[src/rtl/ex_pipe_ctrl_if.sv]
// Control bundle between the EX-stage hazard/stall scheduler and the pipeline.
// master: pipeline side (drives instruction/hazard info, receives controls)
// slave : scheduler side (ex_pipe_ctrl)
interface ex_pipe_ctrl_if #(
  parameter int unsigned LAT_W  = 6,
  parameter int unsigned PERF_W = 32
);
  // pipeline -> scheduler
  logic              ex_valid;
  logic [4:0]        ex_rd;
  logic              ex_mem_read;
  logic              ex_multicycle;
  logic [LAT_W-1:0]  ex_mc_latency;
  logic              id_valid;
  logic [4:0]        id_rs1;
  logic [4:0]        id_rs2;
  logic              id_uses_rs1;
  logic              id_uses_rs2;
  logic              branch_taken;
  logic              mem_wait;
  // scheduler -> pipeline
  logic              stall_front;
  logic              id_flush;
  logic              id_ex_bubble;
  logic              id_ex_hold;
  logic              combined_stall;
  logic              ex_mem_hold;
  logic              execute_enable;
  logic              mc_busy;
  logic              mc_done;
  logic [PERF_W-1:0] stall_cycles;

  modport master (
    output ex_valid, ex_rd, ex_mem_read, ex_multicycle, ex_mc_latency,
           id_valid, id_rs1, id_rs2, id_uses_rs1, id_uses_rs2,
           branch_taken, mem_wait,
    input  stall_front, id_flush, id_ex_bubble, id_ex_hold, combined_stall,
           ex_mem_hold, execute_enable, mc_busy, mc_done, stall_cycles
  );

  modport slave (
    input  ex_valid, ex_rd, ex_mem_read, ex_multicycle, ex_mc_latency,
           id_valid, id_rs1, id_rs2, id_uses_rs1, id_uses_rs2,
           branch_taken, mem_wait,
    output stall_front, id_flush, id_ex_bubble, id_ex_hold, combined_stall,
           ex_mem_hold, execute_enable, mc_busy, mc_done, stall_cycles
  );
endinterface

[src/rtl/ex_pipe_ctrl.sv]
// EX-stage hazard and stall scheduler.
// Each cycle decides run / bubble / hold / flush for the EX stage, sequences
// multi-cycle (mul/div) ops with a latency counter, detects load-use hazards,
// applies taken-branch flushes and freezes the pipe on memory back-pressure.
// Ports: clk, reset (async, active-low), bus (ex_pipe_ctrl_if.slave).
// Controls are combinational from state + inputs; only state, mc_cnt and
// stall_cycles are registered.
module ex_pipe_ctrl #(
  parameter int unsigned LAT_W  = 6,
  parameter int unsigned PERF_W = 32
) (
  input  logic          clk,
  input  logic          reset,
  ex_pipe_ctrl_if.slave bus
);

  typedef enum logic {RUN, MC_BUSY} state_t;

  state_t            state, state_d;
  logic [LAT_W-1:0]  mc_cnt, mc_cnt_d;
  logic [PERF_W-1:0] stall_cnt;
  logic              load_use;

  // Load-use: EX load writes a register the (valid) ID instruction reads.
  always_comb begin
    load_use = bus.ex_valid && bus.ex_mem_read && (bus.ex_rd != 5'd0) && bus.id_valid &&
               ((bus.id_uses_rs1 && (bus.id_rs1 == bus.ex_rd)) ||
                (bus.id_uses_rs2 && (bus.id_rs2 == bus.ex_rd)));
  end

  // State register and latency counter.
  always_ff @(posedge clk or negedge reset) begin
    if (!reset) begin
      state  <= RUN;
      mc_cnt <= '0;
    end else begin
      state  <= state_d;
      mc_cnt <= mc_cnt_d;
    end
  end

  // Next state and per-cycle controls, highest-priority condition first.
  always_comb begin
    state_d            = state;
    mc_cnt_d           = mc_cnt;
    bus.stall_front    = 1'b0;
    bus.id_flush       = 1'b0;
    bus.id_ex_bubble   = 1'b0;
    bus.id_ex_hold     = 1'b0;
    bus.combined_stall = 1'b0;
    bus.ex_mem_hold    = 1'b0;
    bus.execute_enable = 1'b0;
    bus.mc_busy        = 1'b0;
    bus.mc_done        = 1'b0;

    if (!reset) begin
      // inputs masked while in reset
    end else if (bus.mem_wait) begin
      // Whole pipe freezes; state and counter hold.
      bus.stall_front = 1'b1;
      bus.id_ex_hold  = 1'b1;
      bus.ex_mem_hold = 1'b1;
    end else if (state == MC_BUSY) begin
      bus.mc_busy = 1'b1;
      if (mc_cnt != '0) begin
        bus.stall_front    = 1'b1;
        bus.id_ex_hold     = 1'b1;
        bus.combined_stall = 1'b1;
        mc_cnt_d           = mc_cnt - LAT_W'(1);
      end else begin
        bus.mc_done        = 1'b1;
        bus.execute_enable = 1'b1;
        state_d            = RUN;
      end
    end else if (bus.ex_valid && bus.ex_multicycle && (bus.ex_mc_latency >= LAT_W'(2))) begin
      // Start cycle plus (latency-2) busy cycles plus the completion cycle.
      bus.stall_front    = 1'b1;
      bus.id_ex_hold     = 1'b1;
      bus.combined_stall = 1'b1;
      mc_cnt_d           = bus.ex_mc_latency - LAT_W'(2);
      state_d            = MC_BUSY;
    end else if (bus.ex_valid && bus.branch_taken) begin
      // ID holds a wrong-path instruction, so load-use is irrelevant here.
      bus.id_flush       = 1'b1;
      bus.id_ex_bubble   = 1'b1;
      bus.execute_enable = 1'b1;
    end else if (load_use) begin
      bus.stall_front    = 1'b1;
      bus.id_ex_bubble   = 1'b1;
      bus.execute_enable = 1'b1;
    end else begin
      bus.execute_enable = bus.ex_valid;
    end
  end

  // Stall-cycle performance counter, wraps freely.
  always_ff @(posedge clk or negedge reset) begin
    if (!reset) begin
      stall_cnt <= '0;
    end else if (bus.stall_front) begin
      stall_cnt <= stall_cnt + PERF_W'(1);
    end
  end

  assign bus.stall_cycles = stall_cnt;

endmodule

[src/flat_wrapper.sv]
// flat-port wrapper written by rule: the top's interface ports become plain ports
module ex_pipe_ctrl_flat 
#(
  parameter int unsigned LAT_W  = 6,
  parameter int unsigned PERF_W = 32
)
  (clk, reset, bus_ex_valid, bus_ex_rd, bus_ex_mem_read, bus_ex_multicycle, bus_ex_mc_latency, bus_id_valid, bus_id_rs1, bus_id_rs2, bus_id_uses_rs1, bus_id_uses_rs2, bus_branch_taken, bus_mem_wait, bus_stall_front, bus_id_flush, bus_id_ex_bubble, bus_id_ex_hold, bus_combined_stall, bus_ex_mem_hold, bus_execute_enable, bus_mc_busy, bus_mc_done, bus_stall_cycles);
  ex_pipe_ctrl_if #(.LAT_W(LAT_W), .PERF_W(PERF_W)) bus_i ();
  input  logic clk;
  input  logic reset;
  input wire logic [$bits(bus_i.ex_valid)-1:0] bus_ex_valid;
  input wire logic [$bits(bus_i.ex_rd)-1:0] bus_ex_rd;
  input wire logic [$bits(bus_i.ex_mem_read)-1:0] bus_ex_mem_read;
  input wire logic [$bits(bus_i.ex_multicycle)-1:0] bus_ex_multicycle;
  input wire logic [$bits(bus_i.ex_mc_latency)-1:0] bus_ex_mc_latency;
  input wire logic [$bits(bus_i.id_valid)-1:0] bus_id_valid;
  input wire logic [$bits(bus_i.id_rs1)-1:0] bus_id_rs1;
  input wire logic [$bits(bus_i.id_rs2)-1:0] bus_id_rs2;
  input wire logic [$bits(bus_i.id_uses_rs1)-1:0] bus_id_uses_rs1;
  input wire logic [$bits(bus_i.id_uses_rs2)-1:0] bus_id_uses_rs2;
  input wire logic [$bits(bus_i.branch_taken)-1:0] bus_branch_taken;
  input wire logic [$bits(bus_i.mem_wait)-1:0] bus_mem_wait;
  output wire logic [$bits(bus_i.stall_front)-1:0] bus_stall_front;
  output wire logic [$bits(bus_i.id_flush)-1:0] bus_id_flush;
  output wire logic [$bits(bus_i.id_ex_bubble)-1:0] bus_id_ex_bubble;
  output wire logic [$bits(bus_i.id_ex_hold)-1:0] bus_id_ex_hold;
  output wire logic [$bits(bus_i.combined_stall)-1:0] bus_combined_stall;
  output wire logic [$bits(bus_i.ex_mem_hold)-1:0] bus_ex_mem_hold;
  output wire logic [$bits(bus_i.execute_enable)-1:0] bus_execute_enable;
  output wire logic [$bits(bus_i.mc_busy)-1:0] bus_mc_busy;
  output wire logic [$bits(bus_i.mc_done)-1:0] bus_mc_done;
  output wire logic [$bits(bus_i.stall_cycles)-1:0] bus_stall_cycles;
  assign bus_i.ex_valid = bus_ex_valid;
  assign bus_i.ex_rd = bus_ex_rd;
  assign bus_i.ex_mem_read = bus_ex_mem_read;
  assign bus_i.ex_multicycle = bus_ex_multicycle;
  assign bus_i.ex_mc_latency = bus_ex_mc_latency;
  assign bus_i.id_valid = bus_id_valid;
  assign bus_i.id_rs1 = bus_id_rs1;
  assign bus_i.id_rs2 = bus_id_rs2;
  assign bus_i.id_uses_rs1 = bus_id_uses_rs1;
  assign bus_i.id_uses_rs2 = bus_id_uses_rs2;
  assign bus_i.branch_taken = bus_branch_taken;
  assign bus_i.mem_wait = bus_mem_wait;
  assign bus_stall_front = bus_i.stall_front;
  assign bus_id_flush = bus_i.id_flush;
  assign bus_id_ex_bubble = bus_i.id_ex_bubble;
  assign bus_id_ex_hold = bus_i.id_ex_hold;
  assign bus_combined_stall = bus_i.combined_stall;
  assign bus_ex_mem_hold = bus_i.ex_mem_hold;
  assign bus_execute_enable = bus_i.execute_enable;
  assign bus_mc_busy = bus_i.mc_busy;
  assign bus_mc_done = bus_i.mc_done;
  assign bus_stall_cycles = bus_i.stall_cycles;
  ex_pipe_ctrl #(.LAT_W(LAT_W), .PERF_W(PERF_W)) u_core (.clk(clk), .reset(reset), .bus(bus_i));
endmodule
[config.mk]
export PLATFORM = sky130hd
export DESIGN_NAME = ex_pipe_ctrl_flat
export DESIGN_NICKNAME = d
export VERILOG_FILES = /design/src/rtl/ex_pipe_ctrl_if.sv /design/src/rtl/ex_pipe_ctrl.sv /design/src/flat_wrapper.sv
export SDC_FILE = /design/constraint.sdc
export NUM_CORES = 1
export LEC_CHECK = 0
export CAP_MARGIN = 5
export CELL_PAD_IN_SITES_DETAIL_PLACEMENT = 1
export CELL_PAD_IN_SITES_GLOBAL_PLACEMENT = 2
export CORE_MARGIN = 1
export CORE_UTILIZATION = 30
export DETAILED_ROUTE_END_ITERATION = 6
export PLACE_DENSITY = 0.84
export SETUP_SLACK_MARGIN = 0.4
export SLEW_MARGIN = 20
export SYNTH_ARGS = -nofsm -noshare
export SYNTH_HDL_FRONTEND = slang
export SYNTH_SLANG_ARGS = --single-unit
[constraint.sdc]
create_clock -name clk -period 4.7 [get_ports clk]
set_clock_uncertainty 0.1 [all_clocks]
set_input_delay 0.705 -clock clk [delete_from_list [all_inputs] [get_ports clk]]
set_output_delay 0.705 -clock clk [all_outputs]
set_load 0.01 [all_outputs]
## Word-level counts from Yosys, hierarchy flattened

Index checks and enable logic that the tools add are counted.

| cells by class | value |
|---|---|
| add/sub/neg operators | 3 |
| $lt $le $gt $ge | 1 |
| equal/unequal tests | 3 |
| mux-type cells | 41 |
| bitwise logic cells | 1 |
| reductions and logical operators | 15 |

Operators with widths:

| cell | number |
|---|---|
| 2-to-1 mux 1 bit | 38 |
| adder 32 x 1 -> 32 bit, second input constant | 1 |
| 2-to-1 mux 6 bit | 3 |
| equality test 5 bit | 2 |
| logical AND 1 bit | 9 |
| >= comparator 6 x 2 -> 1 bit, second input constant | 1 |
| nonzero test 6 bit | 1 |
| subtractor 6 x 1 -> 6 bit, second input constant | 1 |
| subtractor 6 x 2 -> 6 bit, second input constant | 1 |
| nonzero test 5 bit | 1 |
| AND reduction 4 bit | 1 |
| != test 2 bit, second input constant | 1 |
| AND reduction 2 bit | 1 |
| nonzero test 2 bit | 1 |
| logical OR 1 bit | 1 |
| NOT 1 bit | 1 |

| word-level totals | value |
|---|---|
| bits in registers | 39 |
| output and inout port bits | 41 |
| word-level logic and storage cells | 67 |

## Longest topological paths before layout

Gate-level depths: netlist (run 1).

| depth | value |
|---|---|
| word-level depth | 10 |
| gate-level depth with buffers | 9 |

## Worst setup path before layout (run 1)

Ideal clock, no wire load.

| path | value |
|---|---|
| kind | in2out |
| start point | input bus_ex_rd[0] |
| end point | output bus_stall_front |
| data arrival time | 1.814 ns |
| data required time | 3.895 ns |
| slack | 2.081 ns |
| stages | 4 |
| path buffers | 0 |
| cell sequence | or4_1 o2111a_1 a31oi_4 inv_2 |

| between the ends | value |
|---|---|
| cells in the longest elaborated chain, start to end | 10 |
| elaborated cells on any way between the ends | 15 |
| those cells by class | 2 x eq/ne; 6 x mux; 7 x reduce/logical |

Ends and longest elaborated chain:

| element | RTL line | RTL |
|---|---|---|
| from (decl) | flat_wrapper.sv:12 | `input wire logic [$bits(bus_i.ex_rd)-1:0] bus_ex_rd;` |
| equality test 5 bit (tied with other cells) | ex_pipe_ctrl.sv:27 | `((bus.id_uses_rs1 && (bus.id_rs1 == bus.ex_rd)) \|\|` |
| logical AND 1 bit, on equally long branches | ex_pipe_ctrl.sv:27, ex_pipe_ctrl.sv:26, ex_pipe_ctrl.sv:28 |  |
| logical OR 1 bit / logical AND 1 bit (equally long branches) | ex_pipe_ctrl.sv:27, ex_pipe_ctrl.sv:26 |  |
| logical AND 1 bit (*) | ex_pipe_ctrl.sv:26 | `load_use = bus.ex_valid && bus.ex_mem_read && (bus.ex_rd != 5'd0) && bus.id_valid &&` |
| 2-to-1 mux 1 bit (*) | ex_pipe_ctrl.sv:87 | `end else if (load_use) begin` |
| 2-to-1 mux 1 bit (*) | ex_pipe_ctrl.sv:82 | `end else if (bus.ex_valid && bus.branch_taken) begin` |
| 2-to-1 mux 1 bit (*) | ex_pipe_ctrl.sv:75 | `end else if (bus.ex_valid && bus.ex_multicycle && (bus.ex_mc_latency >= LAT_W'(2))) begin` |
| 2-to-1 mux 1 bit (*) | ex_pipe_ctrl.sv:63 | `end else if (state == MC_BUSY) begin` |
| 2-to-1 mux 1 bit (*) | ex_pipe_ctrl.sv:58 | `end else if (bus.mem_wait) begin` |
| 2-to-1 mux 1 bit (*) | ex_pipe_ctrl.sv:56 | `if (!reset) begin` |
| to (decl) | flat_wrapper.sv:23 | `output wire logic [$bits(bus_i.stall_front)-1:0] bus_stall_front;` |

Every way passes the cells marked *; elsewhere a longest branch is shown, timed or not.

## Worst setup path after layout (run 1)

Ends and elaborated chain as after synthesis.

==> qor.yml, run 1 <==
crit_type: "in2out"
chipHeight_um: 88.5
p_leak_nw: 1.36
synth_area_per_cell_sq_um: 9.89
critical_path.top_delay_family: "buffers and inverters"
multiInputGateArea_sq_mm: 0.00120
start_util_pct: 31.0
grt_setup_unrepaired: "false"
setup_viol: 0
gp_congestion: 0.714
grt_pass1_wl_um: 9380
nFillCells: 859
cts-root-buf: "clkbuf_8"
crit_required_ns: 3.89
yosysTopAreaCell: "dfrtp_1"
r2r-start: "u_core.state$_DFFE_PN0P_"
syn-cell-area_sq_mm: 0.00225
antenna_found_initial: 0
ir_drop_mv: 0.227
critPathBufInv: 3
ios: 72
dp_hpwl_um: 4520
synth_top_flop_cell: "dfrtp_1"
post_cts_buffers: 0
finalHoldViolations: 0
slowest_stage: "or4_1"
synth_area_leaders: "dfrtp_1 (43%), xnor2_1 (11%), xor2_1 (6.2%)"
startpoint_type: "input port"
final_cell_mix: "clkdlybuf4s50_1 (70), dfrtp_1 (39), xnor2_1 (27)"
worst_path_most_repeated_cell: "clkdlybuf4s50_1"
period_minus_slack_ns: 3.69
die_w_um: 88.5
r2r_cells: 6
drt_wl_total_um: 5740
htreeDepth: 2
yosysSeqAreaShare_pct: 43.5
final_nets: 336
post-route-util_pct: 43.7
critical_path.cell_chain: "clkdlybuf4s50_1 > or4_1 > o2111a_1 > a31oi_4 > inv_2 > clkdlybuf4s50_1"
cp.depth: 6
synth_edf_count: 0
drt-initial-drc-count: 77
clk_pin_slew_ns: 0.08
dieArea_sq_mm: 0.00784
grt_usage_pct: 15.6
routedWlPerCell_um: 14.3
maxCapViolations: 0
netlist.area_leader.share_pct: 43.5
grt_start_max_net_pins: 39
numCtsBuffers: 5
dr.pass1.iters: 4
portBuffers: 71
arrival_ns: 2.88
fmax_ghz: 0.271
slew_headroom_pct: 66.7
gr-total-overflow: 0
tns_ns: 0
area_growth_pct: 41.3
powerDensity_mw_per_mm2: 332
clk-insertion-delay-late_ns: 0.29
drv_slew: 0
clkSinkCount: 39
hp-class: "in2async"
worstMarginPinSlew_ns: 0.500
reg2reg_slack_ns: 2.39
core_area_sq_mm: 0.00725
placed_cells: 394
cts_tree: "built"
ys.warnings.count: 0
fin_crit_sh_pct: 78.4
clock_path_buffers: 2
fp-row-count: 31
synth-seq-cells: 39
synthArstFlopShare_pct: 100
ant_nets: 0
final_common_cell: "clkdlybuf4s50_1"
grt_pass1_vias: 1921
num_antenna_cells: 0
synth_cell_types: 46
vias_per_cell: 4.83
cts_hold_buf: 0
seqCellArea_sq_um: 976
status: "finished clean"
final_cells: 402
drc: 0
drive_gt1_share_pct: 7.92
crit_fanout: 7
worstSetupEndpointType: "output port"
timing.hold.ws_ns: 0.130
synth.net_count: 261
synthCells: 227
cts.repair.resized: 0
cpPeakStageDelay_ns: 0.58
rr_endpoint: "u_core.bus.stall_cycles[22]$_DFFE_PN0P_"
vias: 1940
worst max path at each step:
stage,from,end,slack [ns]
2_1_floorplan,bus_ex_rd[0],bus_stall_front,2.08
3_3_place_gp,bus_ex_rd[0],bus_stall_front,1.04
4_1_cts,bus_ex_rd[3],bus_stall_front,0.99
3_5_place_dp,bus_ex_rd[3],bus_stall_front,1.0
6_report,bus_ex_rd[0],bus_stall_front,1.01
5_1_grt,bus_ex_mc_latency[3],bus_stall_front,0.88
layer usage:
metal | wire length (um) | up-vias | global-route usage [%] | part of all wire [%]
li1 | - | 947 | - | -
met4 | 33 | 0 | 3.08 | 0.57
met3 | 160 | 4 | 3.36 | 2.8
met5 | 0 | - | 0 | 0
met2 | 2970 | 36 | 28.3 | 52
met1 | 2570 | 953 | 19.2 | 45
synth_stat cells (3+ instances only):
| cell type | count |
|---|---|
| dfrtp_1 | 39 |
| xnor2_1 | 27 |
| nand2_1 | 20 |
| xor2_1 | 16 |
| inv_1 | 12 |
| nor2_1 | 12 |
| nand4_1 | 11 |
| o21ai_0 | 11 |
| nor3_1 | 9 |
| nand3_1 | 8 |
| a21oi_1 | 6 |
| and2_1 | 5 |
| and3_1 | 5 |
| a22o_1 | 3 |
| ha_1 | 3 |
| nor2b_1 | 3 |
| nor3b_1 | 3 |
worst reg2reg max path, stage by stage, from the launching register on:
cell and delay [ns]:
dfrtp_1 0.61, nand3b_1 0.21, or2_4 0.32, a31o_4 0.27
a22oi_4 0.40, nor3_1 0.13, xor2_1 0.16
cell families (layout without fill, tap and decap cells):
| kind of cell | count (synthesis) | after routing | synth area share [%] |
|---|---|---|---|
| muxes | 2 | 2 | 1.11 |
| buffers and inverters | 17 | 93 | 3.18 |
| adders and majority gates | 3 | 3 | 1.67 |
| DFF | 39 | 39 | 43.5 |
| AOI/OAI and AO/OA | 32 | 32 | 11.3 |
| and+or+nand+nor | 91 | 91 | 22.6 |
| xor gates and xnor gates | 43 | 43 | 16.8 |
flip-flops by register name, indices dropped and copies added (netlist names):
signal                   count
u_core.bus.stall_cycles     32
u_core.state                 1
u_core.mc_cnt                6
power by group:
group	leakage, nW	internal [mW]	switching (mW)
Clock	0.0581	0.158	0.123
Combinational	0.796	0.169	0.138
Sequential	0.504	0.391	0.0729
Total	1.36	0.718	0.334
through the flow:
step	instance area [sq um]	worst slack (ns)	total power, mW
2_1_floorplan	2250	2.08	0.627
3_3_place_gp	3060	1.04	0.769
3_5_place_dp	3060	0.997	0.785
4_1_cts	3170	0.995	1.07
5_1_grt	3170	0.883	1.12
6_report	3170	1.01	1.05
area by class of cell:
type	instances	area share (%)
inverters	13	1.54
well taps	99	3.90
clock inverters	3	1.38
multi-input cells	171	37.8
flip-flops and latches	39	30.8
repair buffers	72	22.5
clock buffers	5	2.17
Power figures use the tool's default switching activity.
==> run 2: changes to the inputs <==
- CORE_UTILIZATION: 30 -> 28
- PLACE_DENSITY: 0.84 -> 0.79
- clock period: 4.7 -> 3.59 ns (I/O delays scaled with it)
==> qor.yml, run 2 (same netlist as run 1, synthesis figures left out) <==
power.net_switching_mw: 0.441  # was 0.334 mW
numCtsBuffers: 5  # unchanged
clk-insertion-delay-late_ns: 0.29  # about the same
grt_pass1_wl_um: 10200  # was 9380 um
critical_path.cell_chain: "clkdlybuf4s50_1 > or4_4 > o2111a_2 > a31oi_4 > inv_4 > dlygate4sd2_1"  # was clkdlybuf4s50_1 > or4_1 > o2111a_1 > a31oi_4 > inv_2 > clkdlybuf4s50_1
drv_slew: 0  # unchanged
seqPwrFrac_pct: 46.3  # was 44.0%
worstSetupEndpointType: "output port"  # unchanged
period_minus_slack_ns: 3.15
portBuffers: 71  # unchanged
grt_start_max_net_pins: 39  # unchanged
ir_drop_mv: 0.212  # was 0.227 mV
dp_hpwl_um: 4490  # was 4520 um
arrival_ns: 2.51  # was 2.88 ns
cts_tree: "built"  # unchanged
clockPowerShare_pct: 22.6  # was 26.7%
fp-row-count: 32  # was 31
intPower_mw: 0.873  # was 0.718 mW
routedWlPerCell_um: 14.2  # was 14.3 um
hp-class: "reg2reg"  # was in2async
ant_nets: 0  # unchanged
final_area_sq_mm: 0.00321  # was 0.00317 sq mm
placed_cell_area_sq_mm: 0.00309  # was 0.00306 sq mm
htreeDepth: 2  # unchanged
largest_register_ffs: 32  # unchanged
dieArea_sq_mm: 0.00838  # was 0.00784 sq mm
gp_congestion: 0.724  # was 0.714
combPwrFrac_pct: 31.1  # was 29.2%
powerDensity_mw_per_mm2: 410  # was 332 mW/mm^2
maxCapViolations: 0  # unchanged
status: "finished clean"  # unchanged
p_leak_nw: 1.40  # was 1.36 nW
worstMarginPinSlew_ns: 0.513  # was 0.500 ns
crit_type: "in2out"  # unchanged
clkSinkCount: 39  # unchanged
dr.pass1.iters: 4  # unchanged
start_util_pct: 29.1  # was 31.0%
core_area_sq_mm: 0.00773  # was 0.00725 sq mm
grt_usage_pct: 15.2  # was 15.6%
timing.hold.ws_ns: 0.374  # was 0.130 ns
total_power_mw: 1.31  # was 1.05 mW
crit_required_ns: 2.95  # was 3.89 ns
swShare_pct: 33.6  # was 31.8%
num_antenna_cells: 0  # unchanged
startpoint_type: "input port"  # unchanged
gr-total-overflow: 0  # unchanged
crit_fanout: 7  # unchanged
vias_per_cell: 4.71  # was 4.83
final_cell_mix: "clkdlybuf4s50_1 (67), dfrtp_1 (39), xnor2_1 (27)"  # was clkdlybuf4s50_1 (70), dfrtp_1 (39), xnor2_1 (27)
tns_ns: 0  # unchanged
chipHeight_um: 91.6  # was 88.5 um
vias: 1930  # was 1,940
cpPeakStageDelay_ns: 0.57  # was 0.58 ns
grt_pass1_vias: 2084  # was 1,921
antenna_found_initial: 0  # unchanged
final_nets: 341  # was 336
drive_gt1_share_pct: 9.74  # was 7.92%
cts-root-buf: "clkbuf_8"  # unchanged
drt-initial-drc-count: 46  # was 77
finalHoldViolations: 0  # unchanged
clk_pin_slew_ns: 0.08  # about the same
drc: 0  # unchanged
fin_crit_sh_pct: 87.6
drt_wl_total_um: 5840  # was 5740 um
slowest_stage: "or4_4"  # was or4_1
clock_path_buffers: 2  # unchanged
final_common_cell: "clkdlybuf4s50_1"  # unchanged
area_growth_pct: 42.8  # was 41.3%
setup_viol: 0  # unchanged
die_w_um: 91.6  # was 88.5 um
fmax_ghz: 0.318
ios: 72  # unchanged
grt_setup_unrepaired: "false"  # unchanged
slew_headroom_pct: 65.8  # was 66.7%
-- run 2: through the flow --
stage,util (%),worst slack (ns),instances
after detailed placement,39.9,0.233,400
after floorplan,-,1.30,227
after CTS,41.2,0.428,409
after global placement,39.9,0.255,400
after global routing,41.5,0.388,410
final,41.5,0.443,410
-- run 2: cell type report --
type                            count  area (sq um)
Inverter                           13          51.3
Clock buffer                        6          72.6
Clock inverter                      2          12.5
Sequential cell                    39           976
Timing Repair Buffer               77           757
Multi-Input combinational cell    171          1210
Fill cell                         887          4520
Tap cell                          102           128
-- run 2: timing repair --
| action | CTS | global route |
|---|---|---|
| setup endpoints to repair | 1 | 4 |
| endpoints found under the hold margin | 1 | 0 |
| gates resized for setup | 1 | 6 |
| pin swaps | 0 | 2 |
| setup buffers | 0 | 1 |
| hold buffers | 1 | 0 |
-- run 2: critical path, delay by kind of cell --
kind,cells,cell delay [ns]
buffers and inverters,3,0.86
and+or+nand+nor,1,0.57
AOI/OAI and AO/OA,2,0.54
-- run 2: metal layers --
| metal | wire length [um] | up-vias | global-route usage [%] |
|---|---|---|---|
| li1 | - | 951 | - |
| met1 | 2590 | 939 | 18.5 |
| met2 | 3010 | 38 | 27.4 |
| met3 | 215 | 2 | 3.27 |
| met4 | 19 | 0 | 3.17 |
| met5 | 0 | - | 0 |
-- run 2: worst paths after layout --
path | start | end | slack, ns | depth (start not counted)
max in group asynchronous | reset | u_core.bus.stall_cycles[6]$_DFFE_PN0P_ | 2.14 | 3
setup reg to reg | u_core.state$_DFFE_PN0P_ | u_core.bus.stall_cycles[22]$_DFFE_PN0P_ | 1.26 | 6
setup / recovery | bus_ex_rd[0] | bus_stall_front | 0.44 | 6
min in group asynchronous | reset | u_core.state$_DFFE_PN0P_ | 0.54 | 2
hold / removal | u_core.bus.stall_cycles[31]$_DFFE_PN0P_ | u_core.bus.stall_cycles[31]$_DFFE_PN0P_ | 0.37 | 1
hold reg to reg | u_core.bus.stall_cycles[31]$_DFFE_PN0P_ | u_core.bus.stall_cycles[31]$_DFFE_PN0P_ | 0.37 | 1
-- run 2: power by group through the flow --
stage	Clock (mW)	Sequential [mW]	Combinational (mW)
final	0.297	0.608	0.409
after detailed placement	0	0.618	0.411
after global placement	0	0.617	0.395
after floorplan	0	0.605	0.216
after global routing	0.326	0.624	0.453
after CTS	0.309	0.609	0.412
==> run 3: changes to the inputs <==
- ABC_CLOCK_PERIOD_IN_PS: default -> 3590
==> results of run 3 <==
Same layout as run 2: the final DEF is identical, and so are final timing and power.
